===== config.mk =====
export PLATFORM = sky130hd
export DESIGN_NAME = pri_enc_64b
export DESIGN_NICKNAME = d
export VERILOG_FILES = /design/src/rtl/pri_enc_64b.sv
export SDC_FILE = /design/constraint.sdc
export NUM_CORES = 1
export LEC_CHECK = 0
export CORE_ASPECT_RATIO = 1.2
export CORE_MARGIN = 2
export CORE_UTILIZATION = 45
export DETAILED_ROUTE_END_ITERATION = 12
export DONT_BUFFER_PORTS = 1
export PLACE_DENSITY = 0.67
export SKIP_LAST_GASP = 1
export SLEW_MARGIN = 20
export SYNTH_ARGS = -nofsm -noshare
export SYNTH_HDL_FRONTEND = slang
export SYNTH_SLANG_ARGS = --single-unit
export TNS_END_PERCENT = 30

===== constraint.sdc =====
create_clock -name clk_i -period 3.9 [get_ports clk_i]
set_input_delay 0.78 -clock clk_i [delete_from_list [all_inputs] [get_ports clk_i]]
set_output_delay 0.78 -clock clk_i [all_outputs]
set_load 0.1 [all_outputs]

===== src/rtl/pri_enc_64b.sv =====
// Sequential 64-bit set-bit iterator: loads a request mask and streams out one set-bit index per valid/ready handshake.
// Optional build macro PRI_ENC_64B_ONEHOT_EN adds the onehot_o and mask_o observation ports.
module pri_enc_64b #(
  parameter bit MSB_FIRST = 1'b0
) (
  input  logic        clk_i,
  input  logic        rst_i,
  input  logic        init_i,
  input  logic [63:0] data_i,
  output logic        busy_o,
  output logic        idx_valid_o,
  input  logic        idx_ready_i,
  output logic [5:0]  idx_o,
  output logic        last_o,
  output logic [6:0]  cnt_o,
  output logic        done_o
`ifdef PRI_ENC_64B_ONEHOT_EN
  ,
  output logic [63:0] onehot_o,
  output logic [63:0] mask_o
`endif
);

  typedef enum logic {
    IDLE = 1'b0,
    SEND = 1'b1
  } state_t;

  state_t      state_q, state_d;
  logic [63:0] mask_q, mask_d;
  logic [6:0]  cnt_q, cnt_d;
  logic        done_q, done_d;

  logic [5:0]  ffs_idx;
  logic [63:0] ffs_onehot;
  logic        single_bit;
  logic [6:0]  pop_cnt;

  // The last match found in the loop wins, so the loop runs opposite to the priority order.
  always_comb begin
    ffs_idx = '0;
    if (MSB_FIRST) begin
      for (int i = 0; i < 64; i++) begin
        if (mask_q[i]) ffs_idx = 6'(i);
      end
    end else begin
      for (int i = 63; i >= 0; i--) begin
        if (mask_q[i]) ffs_idx = 6'(i);
      end
    end
  end

  assign ffs_onehot = 64'd1 << ffs_idx;
  assign single_bit = (mask_q != 64'd0) && ((mask_q & (mask_q - 64'd1)) == 64'd0);

  always_comb begin
    pop_cnt = '0;
    for (int i = 0; i < 64; i++) begin
      pop_cnt = pop_cnt + 7'(data_i[i]);
    end
  end

  always_comb begin
    state_d = state_q;
    mask_d  = mask_q;
    cnt_d   = cnt_q;
    done_d  = 1'b0;
    case (state_q)
      IDLE: begin
        if (init_i) begin
          mask_d = data_i;
          cnt_d  = pop_cnt;
          if (data_i != 64'd0) state_d = SEND;
          else                 done_d  = 1'b1;
        end
      end
      SEND: begin
        if (idx_ready_i) begin
          // Clearing the final bit leaves mask_d at zero, so the drain needs no separate clear.
          mask_d = mask_q & ~ffs_onehot;
          if (single_bit) begin
            state_d = IDLE;
            done_d  = 1'b1;
          end
        end
      end
      default: state_d = IDLE;
    endcase
  end

  always_ff @(posedge clk_i or posedge rst_i) begin
    if (rst_i) begin
      state_q <= IDLE;
      mask_q  <= '0;
      cnt_q   <= '0;
      done_q  <= 1'b0;
    end else begin
      state_q <= state_d;
      mask_q  <= mask_d;
      cnt_q   <= cnt_d;
      done_q  <= done_d;
    end
  end

  assign busy_o      = (state_q == SEND);
  assign idx_valid_o = (state_q == SEND);
  assign idx_o       = ffs_idx;
  assign last_o      = single_bit;
  assign cnt_o       = cnt_q;
  assign done_o      = done_q;

`ifdef PRI_ENC_64B_ONEHOT_EN
  assign onehot_o = (state_q == SEND) ? ffs_onehot : 64'd0;
  assign mask_o   = mask_q;
`endif

endmodule


### Word level (Yosys, flattened, before mapping)

Index checks and enable logic that the tools add are counted.

* flip-flop bits (word level): 73
* input bits: 68
* output and inout bits: 17
* logic and storage cells: 158

* add/sub/neg operators: 64
* equality and inequality tests: 2
* shift operators: 1
* multiplexer cells: 77
* bitwise gates (word level): 4
* reduce and logical (&&, ||, !) cells: 6

Operators with widths (count)
* adder 7 x 1 -> 7 bit: 57
* 2-to-1 mux 6 bit: 64
* AND 64 bit: 2
* 2-to-1 mux 64 bit: 2
* one-hot mux 64 bit (2 select lines): 1
* nonzero test 64 bit: 2
* logical NOT 64 bit: 1
* NOT 64 bit: 1
* << shifter 1 x 6 -> 64 bit (first input constant): 1
* subtractor 64 x 1 -> 64 bit (second input constant): 1
* 2-to-1 mux 1 bit: 8
* adder 6 x 1 -> 7 bit: 1
* adder 5 x 1 -> 6 bit: 1
* adder 4 x 1 -> 5 bit: 1
* adder 3 x 1 -> 4 bit: 1
* != test 2 bit (second input constant): 2
* one-hot mux 1 bit (2 select lines): 2
* AND reduction 2 bit: 2
* adder 2 x 1 -> 3 bit: 1
* adder 1 x 1 -> 2 bit: 1
* logical AND 1 bit: 1
* NOT 1 bit: 1

### Logic depth before layout (Yosys ltp)

Gate-level depths: netlist (run 1).

* word-level depth: 69
* depth in mapped cells: 23
* mapped depth without buffers: 23

### Worst setup path before layout (run 1)

Ideal clock, no wire load.

* path type: input-to-reg
* start point: in data_i[53]
* end point: reg cnt_q[6], in the netlist cnt_o[6]
* library setup time: 0.083 ns
* arrival: 5.963 ns
* data required time: 3.817 ns
* slack: -2.146 ns
* stages on the path: 23
* buffers on the path: 0
* path through: fa_1 inv_1 fa_1 inv_1 fa_1 inv_1 fa_1 inv_1 fa_1 inv_1 fa_1 fa_1 fa_1 inv_1 ha_1 inv_1 fa_1 inv_1 a21oi_1 o21bai_1 a21o_1 a21oi_1 o21ai_0

* cells in the longest elaborated chain, start to end: 11

RTL lines
* start, declared: RTL line 9 `input logic [63:0] data_i,`
* adder 7 x 1 -> 7 bit (11 in a row): RTL line 59 `pop_cnt = pop_cnt + 7'(data_i[i]);`
* end signal, assigned: RTL line 100 `cnt_q <= cnt_d;`
* end, declared: RTL line 31 `logic [6:0] cnt_q, cnt_d;`

No other way between the ends.
A chain may end at the register's enable or synchronous reset.

### Final worst setup path (run 1)

Ends and elaborated chain as after synthesis.

==> results of run 1 <==
## cells by family (layout without fill, tap and decap cells)
family / count (synthesis) / count (layout) / share of synthesized area, %
multiplexers: 3 / 3 / 0.412
buffers and inverters: 167 / 349 / 8.88
flip-flops: 73 / 73 / 25.1
adder cells (fa/ha/maj): 71 / 71 / 17.7
AO/OA/AOI/OAI: 283 / 283 / 25.4
AND/OR/NAND/NOR: 312 / 312 / 22.0
XOR/XNOR: 4 / 4 / 0.481
## area by class of cell
class | count | area (sq um)
clock buffer | 13 | 250
clock inverter | 3 | 40.0
fill | 1428 | 6320
inverter | 111 | 418
multi-input combinational | 673 | 4880
sequential | 73 | 1830
tap | 208 | 260
timing repair buffer | 222 | 1700
## placed cells by master (no fill, tap or decap), types with 8 or more instances in the layout
cell type	instances
sky130_fd_sc_hd__buf_4	219
sky130_fd_sc_hd__o21ai_0	121
sky130_fd_sc_hd__nand2_1	107
sky130_fd_sc_hd__inv_1	103
sky130_fd_sc_hd__dfrtp_1	72
sky130_fd_sc_hd__fa_1	53
sky130_fd_sc_hd__nor2_1	46
sky130_fd_sc_hd__nor4_1	35
sky130_fd_sc_hd__a21oi_1	31
sky130_fd_sc_hd__nor3_1	26
sky130_fd_sc_hd__a22o_1	23
sky130_fd_sc_hd__nand4_1	15
sky130_fd_sc_hd__nand3_1	15
sky130_fd_sc_hd__ha_1	15
sky130_fd_sc_hd__or4_1	12
sky130_fd_sc_hd__or3_1	10
sky130_fd_sc_hd__o211ai_1	10
sky130_fd_sc_hd__clkbuf_16	9
sky130_fd_sc_hd__nor2b_1	8
sky130_fd_sc_hd__a21o_1	8
## sequential cells by signal (all words and copies together), names as in the netlist
signal,count
mask_q,64
cnt_o,7
done_o,1
busy_o,1
## per-stage QoR
step	setup TNS, ns	util, %	std cells
3_3_place_gp	-14.98	57.8	1286
5_1_grt	-14.77	59.8	1303
2_1_floorplan	-13.57	-	913
3_5_place_dp	-15.36	57.8	1286
4_1_cts	-13.03	59.7	1302
6_report	-13.12	59.8	1303
## per-layer routing
layer | routed length, microns | GRT usage, %
met1 | 11400 | 44.2
met2 | 14200 | 57.8
met3 | 2970 | 9.13
met4 | 1660 | 18.9
met5 | 0 | 0
## what timing repair did
item	CTS	global route
gates cloned	0	0
buffers inserted	0	1
gates resized for setup	2	7
pin swaps	12	4
hold endpoints to repair	0	0
endpoints found under the setup margin	8	10
## how the worst max path moves through the flow
stage	startpoint	to	slack, ns
floorplan	data_i[53]	cnt_o[6]	-2.11
global placement	data_i[53]	cnt_o[6]	-2.33
detailed placement	data_i[53]	cnt_o[6]	-2.40
CTS	data_i[53]	cnt_o[6]	-2.02
global route	data_i[53]	cnt_o[6]	-2.12
finish	data_i[53]	cnt_o[6]	-1.96
## worst reg2reg max path, cell delays in order, from the launching register on
cell and delay [ns]:
sky130_fd_sc_hd__dfrtp_1 0.44, sky130_fd_sc_hd__or3_1 0.41, sky130_fd_sc_hd__buf_4 0.15, sky130_fd_sc_hd__o211a_1 0.22, sky130_fd_sc_hd__a211o_1 0.30, sky130_fd_sc_hd__a211oi_2 0.53
sky130_fd_sc_hd__buf_4 0.23, sky130_fd_sc_hd__nand4_1 0.11, sky130_fd_sc_hd__a2111o_1 0.47, sky130_fd_sc_hd__buf_4 0.15, sky130_fd_sc_hd__nor4b_2 0.28, sky130_fd_sc_hd__nand4_1 0.32
sky130_fd_sc_hd__o21a_1 0.21
==> impl_results.html, run 1 <==
<table>
<tr><th>Metric</th><th>Value</th></tr>
<tr><th colspan="2">Setup path</th></tr>
<tr><td>Most used cell, CP</td><td>sky130_fd_sc_hd__fa_1</td></tr>
<tr><td>Flop2flop setup slack</td><td>-0.04 ns</td></tr>
<tr><td>Crit-path cells</td><td>fa_1, inv_2, fa_1, inv_2, fa_1, inv_1, fa_1, inv_1, fa_1, inv_1, fa_1, fa_1, fa_1, inv_1, ha_2, inv_2, fa_2, inv_2, a21oi_2, o21bai_2, a21o_1, a21oi_1, o21ai_0</td></tr>
<tr><td>Critical R2R Capture</td><td>busy_o</td></tr>
<tr><td>Start-to-end type of the worst setup path</td><td>primary input to flip-flop</td></tr>
<tr><td>Reg2reg start</td><td>mask_q[12]</td></tr>
<tr><td>Crit-path max FO</td><td>3</td></tr>
<tr><td>Type of element launching the critical path</td><td>primary input</td></tr>
<tr><td>Cell class contributing the biggest share of worst-path delay</td><td>adder cells</td></tr>
<tr><td>Count of buffering cells on the critical path with inverters included</td><td>8</td></tr>
<tr><td>Number of stages on the worst setup path</td><td>23</td></tr>
<tr><td>Slowest Stage Delay on Critical Path</td><td>0.54 ns</td></tr>
<tr><td>Data required, critical path</td><td>4.16 ns</td></tr>
<tr><td>R2r worst-path depth</td><td>12</td></tr>
<tr><td>Slowest cell on the critical path</td><td>sky130_fd_sc_hd__fa_1</td></tr>
<tr><td>Arrival time at the worst endpoint</td><td>6.12 ns</td></tr>
<tr><td>Critical path capture point type</td><td>flip-flop</td></tr>
<tr><th colspan="2">Yosys</th></tr>
<tr><td>Netlist cell types</td><td>75</td></tr>
<tr><td>Most instantiated library cell after synthesis</td><td>sky130_fd_sc_hd__o21ai_0</td></tr>
<tr><td>Largest cells by area after synthesis</td><td>sky130_fd_sc_hd__dfrtp_1, sky130_fd_sc_hd__fa_1, sky130_fd_sc_hd__o21ai_0, sky130_fd_sc_hd__inv_1, sky130_fd_sc_hd__nand2_1</td></tr>
<tr><td>Number of nets in the synthesized netlist</td><td>1,051</td></tr>
<tr><td>Most used DFF post-synth</td><td>sky130_fd_sc_hd__dfrtp_1</td></tr>
<tr><td>Share of the synthesized area in the top cell type</td><td>25.1%</td></tr>
<tr><td>Post-synth top area cell</td><td>sky130_fd_sc_hd__dfrtp_1</td></tr>
<tr><td>Async SR Flop Fraction</td><td>100%</td></tr>
<tr><td>Leading cell types by count after synthesis</td><td>sky130_fd_sc_hd__o21ai_0, sky130_fd_sc_hd__inv_1, sky130_fd_sc_hd__nand2_1</td></tr>
<tr><td>Yosys warnings</td><td>0</td></tr>
<tr><td>Mean instance size in the synthesized netlist</td><td>7.98 sq um</td></tr>
<tr><td>Area of the mapped netlist</td><td>0.00729 sq mm</td></tr>
<tr><td>Count of flip-flops with a built-in enable after synthesis</td><td>0</td></tr>
<tr><td>Sequential fraction of the synthesis area</td><td>25.1%</td></tr>
<tr><td>Synthesized instance count</td><td>913</td></tr>
<tr><td>Number of synthesized register bits</td><td>73</td></tr>
<tr><th colspan="2">Layout</th></tr>
<tr><td>Post-route design area</td><td>0.00939 sq mm</td></tr>
<tr><td>Share of layout cells above drive strength 1</td><td>25.1%</td></tr>
<tr><td>Final layout net count</td><td>1,228</td></tr>
<tr><td>Area added between synthesis and finish</td><td>28.8%</td></tr>
<tr><td>Antenna fix cells</td><td>0</td></tr>
<tr><th colspan="2">Route</th></tr>
<tr><td>Mean number of vias per cell</td><td>6.14</td></tr>
<tr><td>Number of design rule violations left after detail routing</td><td>0</td></tr>
<tr><td>Post-DR wirelength/cell</td><td>23.2 microns</td></tr>
<tr><td>Initial drt markers</td><td>750</td></tr>
<tr><td>Via count</td><td>8,004</td></tr>
<tr><td>Number of detailed-route iterations in the first pass</td><td>6</td></tr>
<tr><td>Post-detailed-routing wire length</td><td>30,200 microns</td></tr>
<tr><td>Remaining antenna violation count</td><td>0</td></tr>
<tr><th colspan="2">STA</th></tr>
<tr><td>WHS</td><td>0.449 ns</td></tr>
<tr><td>Peak clock frequency supported by timing</td><td>171 MHz</td></tr>
<tr><td>Smallest setup slack after layout</td><td>-1.96 ns</td></tr>
<tr><td>Final setup skew</td><td>0.00768 ns</td></tr>
<tr><td>Final period utilization</td><td>150%</td></tr>
<tr><td>Minimum period implied by the final worst setup slack</td><td>5.86 ns</td></tr>
<tr><td>Final number of setup-violating endpoints</td><td>9</td></tr>
<tr><td>Worst max-slew margin expressed relative to the limit</td><td>36.8%</td></tr>
<tr><td>Slew Viols, Final</td><td>0</td></tr>
<tr><td>RSZ-0062 raised after global routing</td><td>true</td></tr>
<tr><td>Hold Fails Final Rpt</td><td>0</td></tr>
<tr><td>Transition at the pin with the smallest max-transition slack</td><td>0.948 ns</td></tr>
<tr><th colspan="2">Clock network</th></tr>
<tr><td>Clock-pin slew on the worst setup and hold paths</td><td>0.06 ns</td></tr>
<tr><td>Count of hold buffers inserted by post-cts repair</td><td>0</td></tr>
<tr><td>Sink count of the clock tree</td><td>73</td></tr>
<tr><td>Library cell used as clock root buffer</td><td>sky130_fd_sc_hd__clkbuf_16</td></tr>
<tr><td>H-tree levels</td><td>3</td></tr>
<tr><td>Clock buffer count from CTS</td><td>9</td></tr>
<tr><td>Deepest clock path buffer count</td><td>2</td></tr>
<tr><td>Insertion delay to the later sink of the worst-skew pair</td><td>0.34 ns</td></tr>
<tr><td>CTS tree</td><td>built</td></tr>
<tr><th colspan="2">GRT</th></tr>
<tr><td>Initial antenna violation count</td><td>0</td></tr>
<tr><td>GR Overflow Total</td><td>0</td></tr>
<tr><td>Wire length of the first global-routing pass</td><td>45,800 microns</td></tr>
<tr><td>Total routing resource utilization after global routing</td><td>35.8%</td></tr>
<tr><td>Largest net degree at the start of global routing</td><td>47</td></tr>
<tr><td>Vias in the first global route</td><td>7,995</td></tr>
<tr><th colspan="2">Run status</th></tr>
<tr><td>Result of the run</td><td>finished with violations</td></tr>
<tr><td>Violated checks</td><td>negative setup slack</td></tr>
<tr><th colspan="2">Min path</th></tr>
<tr><td>Type of the tightest min-delay check</td><td>primary input to async pin</td></tr>
<tr><th colspan="2">Floorplan</th></tr>
<tr><td>Std-Cell Rows</td><td>50</td></tr>
<tr><td>I/O pin total</td><td>85</td></tr>
<tr><td>Die Ht</td><td>143 microns</td></tr>
<tr><td>Standard cell core area</td><td>0.0157 sq mm</td></tr>
<tr><td>Chip Width</td><td>120 microns</td></tr>
<tr><td>Initial core utilization</td><td>46.4%</td></tr>
<tr><td>Overall die area</td><td>0.0172 sq mm</td></tr>
<tr><th colspan="2">Placement</th></tr>
<tr><td>Pre-CTS worst setup slack</td><td>-2.40 ns</td></tr>
<tr><td>Cell area after placement</td><td>0.00907 sq mm</td></tr>
<tr><td>GPL Wtd Cong</td><td>0.974</td></tr>
<tr><td>HPWL after detailed placement</td><td>24,500 microns</td></tr>
<tr><td>Number of port buffers</td><td>0</td></tr>
<tr><th colspan="2">Job</th></tr>
<tr><td>Max-cap violation count</td><td>0</td></tr>
</table>
Power of run 1 is left out: the tool's default activity adds up to more than one toggle a clock period on the data nets, which glitch-free logic cannot reach.
==> run 2: changes to the inputs <==
- HOLD_SLACK_MARGIN: unset -> 0.06
- PLACE_DENSITY: 0.67 -> 0.65
- clock period: 3.9 -> 5.61 ns (I/O delays scaled with it)
==> run 2 against run 1 <==
The run still ends with negative setup slack left; via count shrank 9.8%; critical path type unchanged; worst hold slack better by 0.14 ns; non-clock buffer count fell by 168; sequential share of layout area rose by 3.1 points; critical path depth did not move; register-to-register slack better by 1.3 ns; cell count down 13%; global-route usage is 2.6 points lower.
==> impl_results.html, run 2 (synthesized netlist as in run 1, its figures left out) <==
<table>
<tr><th>Metric</th><th>Value</th></tr>
<tr><th colspan="2">STA</th></tr>
<tr><td>Hold Fails Final Rpt</td><td>0 (unchanged)</td></tr>
<tr><td>Smallest setup slack after layout</td><td>-0.621 ns (+1.34 ns)</td></tr>
<tr><td>Worst max-slew margin expressed relative to the limit</td><td>28.1% (-8.8 points)</td></tr>
<tr><td>Final setup skew</td><td>0.0105 ns (+0.00278 ns)</td></tr>
<tr><td>Final period utilization</td><td>111%</td></tr>
<tr><td>Peak clock frequency supported by timing</td><td>160 MHz</td></tr>
<tr><td>Slew Viols, Final</td><td>0 (unchanged)</td></tr>
<tr><td>Final number of setup-violating endpoints</td><td>7 (-2)</td></tr>
<tr><td>Transition at the pin with the smallest max-transition slack</td><td>1.08 ns (+0.130 ns)</td></tr>
<tr><td>RSZ-0062 raised after global routing</td><td>true</td></tr>
<tr><td>Minimum period implied by the final worst setup slack</td><td>6.23 ns</td></tr>
<tr><th colspan="2">Setup path</th></tr>
<tr><td>R2r worst-path depth</td><td>10 (-2)</td></tr>
<tr><td>Arrival time at the worst endpoint</td><td>6.50 ns (+0.38 ns)</td></tr>
<tr><td>Start-to-end type of the worst setup path</td><td>primary input to flip-flop</td></tr>
<tr><td>Type of element launching the critical path</td><td>primary input</td></tr>
<tr><td>Critical path capture point type</td><td>flip-flop</td></tr>
<tr><td>Data required, critical path</td><td>5.88 ns (+1.72 ns)</td></tr>
<tr><td>Crit-path max FO</td><td>3 (unchanged)</td></tr>
<tr><th colspan="2">Route</th></tr>
<tr><td>Via count</td><td>7,218 (-9.8%)</td></tr>
<tr><td>Post-detailed-routing wire length</td><td>27,800 microns (-8.1%)</td></tr>
<tr><td>Number of detailed-route iterations in the first pass</td><td>5 (-1)</td></tr>
<tr><td>Initial drt markers</td><td>762 (+1.6%)</td></tr>
<tr><td>Mean number of vias per cell</td><td>6.36 (+3.5%)</td></tr>
<tr><td>Number of design rule violations left after detail routing</td><td>0 (unchanged)</td></tr>
<tr><td>Post-DR wirelength/cell</td><td>24.4 microns (+5.5%)</td></tr>
<tr><td>Remaining antenna violation count</td><td>0 (unchanged)</td></tr>
<tr><th colspan="2">Layout</th></tr>
<tr><td>Combined area of the multi-input logic cells</td><td>0.00486 sq mm (-0.44%)</td></tr>
<tr><td>Number of filler cells placed in the layout</td><td>1,484 (+3.9%)</td></tr>
<tr><td>Share of layout cells above drive strength 1</td><td>10.8% (-14 points)</td></tr>
<tr><td>Antenna fix cells</td><td>0 (unchanged)</td></tr>
<tr><td>Sequential cell area</td><td>0.00183 sq mm (unchanged)</td></tr>
<tr><td>Commonest non-fill, non-tap cells in the layout</td><td>sky130_fd_sc_hd__o21ai_0, sky130_fd_sc_hd__nand2_1, sky130_fd_sc_hd__inv_1</td></tr>
<tr><td>Post-layout util</td><td>51.5% (-8.2 points)</td></tr>
<tr><td>Final layout net count</td><td>1,060 (-14%)</td></tr>
<tr><td>Area added between synthesis and finish</td><td>11.1%</td></tr>
<tr><td>Flip-flop count of the largest register, all copies and words added</td><td>64 (unchanged)</td></tr>
<tr><td>Most common cell after layout, fill and taps aside</td><td>sky130_fd_sc_hd__o21ai_0</td></tr>
<tr><td>Register with the highest flop count</td><td>mask_q</td></tr>
<tr><th colspan="2">Run status</th></tr>
<tr><td>Result of the run</td><td>finished with violations</td></tr>
<tr><td>Violated checks</td><td>negative setup slack</td></tr>
<tr><th colspan="2">Floorplan</th></tr>
<tr><td>Chip Width</td><td>120 microns (unchanged)</td></tr>
<tr><td>Initial core utilization</td><td>46.4% (unchanged)</td></tr>
<tr><td>Standard cell core area</td><td>0.0157 sq mm (unchanged)</td></tr>
<tr><td>Overall die area</td><td>0.0172 sq mm (unchanged)</td></tr>
<tr><td>I/O pin total</td><td>85 (unchanged)</td></tr>
<tr><td>Die Ht</td><td>143 microns (unchanged)</td></tr>
<tr><td>Std-Cell Rows</td><td>50 (unchanged)</td></tr>
<tr><th colspan="2">Min path</th></tr>
<tr><td>Worst Hold Depth</td><td>1</td></tr>
<tr><td>Type of the tightest min-delay check</td><td>flip-flop to flip-flop</td></tr>
<tr><th colspan="2">Clock network</th></tr>
<tr><td>Deepest clock path buffer count</td><td>2 (unchanged)</td></tr>
<tr><td>Insertion delay to the later sink of the worst-skew pair</td><td>0.34 ns (about the same)</td></tr>
<tr><td>Clock buffer count from CTS</td><td>9 (unchanged)</td></tr>
<tr><td>Count of hold buffers inserted by post-cts repair</td><td>0 (unchanged)</td></tr>
<tr><td>H-tree levels</td><td>3 (unchanged)</td></tr>
<tr><td>Library cell used as clock root buffer</td><td>sky130_fd_sc_hd__clkbuf_16</td></tr>
<tr><td>CTS tree</td><td>built</td></tr>
<tr><td>Clock-pin slew on the worst setup and hold paths</td><td>0.06 ns (about the same)</td></tr>
<tr><td>Sink count of the clock tree</td><td>73 (unchanged)</td></tr>
<tr><th colspan="2">GRT</th></tr>
<tr><td>GR Overflow Total</td><td>0 (unchanged)</td></tr>
<tr><td>Initial antenna violation count</td><td>0 (unchanged)</td></tr>
<tr><td>Largest net degree at the start of global routing</td><td>58 (+23%)</td></tr>
<tr><td>Vias in the first global route</td><td>7,223 (-9.7%)</td></tr>
<tr><td>Total routing resource utilization after global routing</td><td>33.3% (-2.6 points)</td></tr>
<tr><td>Wire length of the first global-routing pass</td><td>43,100 microns (-6.0%)</td></tr>
<tr><th colspan="2">Job</th></tr>
<tr><td>Max-cap violation count</td><td>0 (unchanged)</td></tr>
<tr><th colspan="2">Placement</th></tr>
<tr><td>Number of port buffers</td><td>0 (unchanged)</td></tr>
<tr><td>GPL Wtd Cong</td><td>1.02 (+4.8%)</td></tr>
<tr><td>HPWL after detailed placement</td><td>21,900 microns (-11%)</td></tr>
</table>
## run 2: changes by cell type in the layout (fill, tap and decap cells not counted), moves of 2 or more
cell                         previous run  this run
sky130_fd_sc_hd__clkinvlp_4             0         2
sky130_fd_sc_hd__a21oi_2                3         1
sky130_fd_sc_hd__clkinv_2               3         1
sky130_fd_sc_hd__inv_2                  6         3
sky130_fd_sc_hd__clkinv_4               0         2
sky130_fd_sc_hd__buf_12                 3         1
sky130_fd_sc_hd__inv_1                103       106
sky130_fd_sc_hd__clkbuf_1               3         0
sky130_fd_sc_hd__buf_4                219        53
## run 2: timing repair
action	in CTS	in global routing
hold endpoints to repair	0	0
endpoints found under the setup margin	6	8
resized for setup	0	5
buffers inserted	0	1
pin swaps	1	7
## run 2: worst max-delay path: stages
cell and delay (ns):
sky130_fd_sc_hd__fa_1 0.54, sky130_fd_sc_hd__inv_1 0.06, sky130_fd_sc_hd__fa_1 0.52, sky130_fd_sc_hd__inv_2 0.06, sky130_fd_sc_hd__fa_1 0.48, sky130_fd_sc_hd__inv_1 0.05, sky130_fd_sc_hd__fa_1 0.48, sky130_fd_sc_hd__inv_1 0.05
sky130_fd_sc_hd__fa_1 0.47, sky130_fd_sc_hd__inv_1 0.04, sky130_fd_sc_hd__fa_1 0.45, sky130_fd_sc_hd__fa_1 0.52, sky130_fd_sc_hd__fa_1 0.42, sky130_fd_sc_hd__inv_1 0.08, sky130_fd_sc_hd__ha_2 0.17, sky130_fd_sc_hd__inv_1 0.05
sky130_fd_sc_hd__fa_2 0.33, sky130_fd_sc_hd__inv_1 0.06, sky130_fd_sc_hd__a21oi_1 0.05, sky130_fd_sc_hd__o21bai_1 0.20, sky130_fd_sc_hd__a21o_1 0.14, sky130_fd_sc_hd__a21oi_1 0.06, sky130_fd_sc_hd__o21ai_1 0.11
## run 2: worst paths after layout
check,endpoint,startpoint,slack (ns)
max,cnt_o[6],data_i[53],-0.62
min,mask_q[52],mask_q[52],0.59
max reg2reg,busy_o,mask_q[9],1.28
min reg2reg,mask_q[52],mask_q[52],0.59
max in group asynchronous,mask_q[56],rst_i,3.86
min in group asynchronous,cnt_o[3],rst_i,0.65
## run 2: routing by layer
| layer | part of all wire, % | global-route usage, % | vias to the layer above |
|---|---|---|---|
| met3 | 9.0 | 6.71 | 84 |
| met5 | 0 | 0 | - |
| met2 | 48 | 55.5 | 392 |
| li1 | - | - | 3267 |
| met1 | 38 | 42.4 | 3475 |
| met4 | 4.4 | 13.3 | 0 |
## run 2: area by class of cell
class	instances	share of cell area, %
clock buffer	10	2.95
clock inverter	6	0.835
inverter	111	5.15
multi-input combinational	673	60.1
sequential	73	22.6
tap	208	3.22
timing repair buffer	54	5.16
## run 2: metrics by stage
stage / hold slack [ns] / std cells / area (sq um) / setup slack, ns / TNS (ns)
3_3_place_gp: 0.574 / 1118 / 7770 / -0.937 / -5.05
2_1_floorplan: 0.516 / 913 / 7290 / -0.738 / -3.94
5_1_grt: 0.614 / 1135 / 8090 / -0.887 / -4.59
3_5_place_dp: 0.570 / 1118 / 7770 / -1.02 / -5.46
4_1_cts: 0.585 / 1134 / 8080 / -0.656 / -3.16
6_report: 0.588 / 1135 / 8090 / -0.621 / -3.00
Power of run 2 is left out for the same reason.
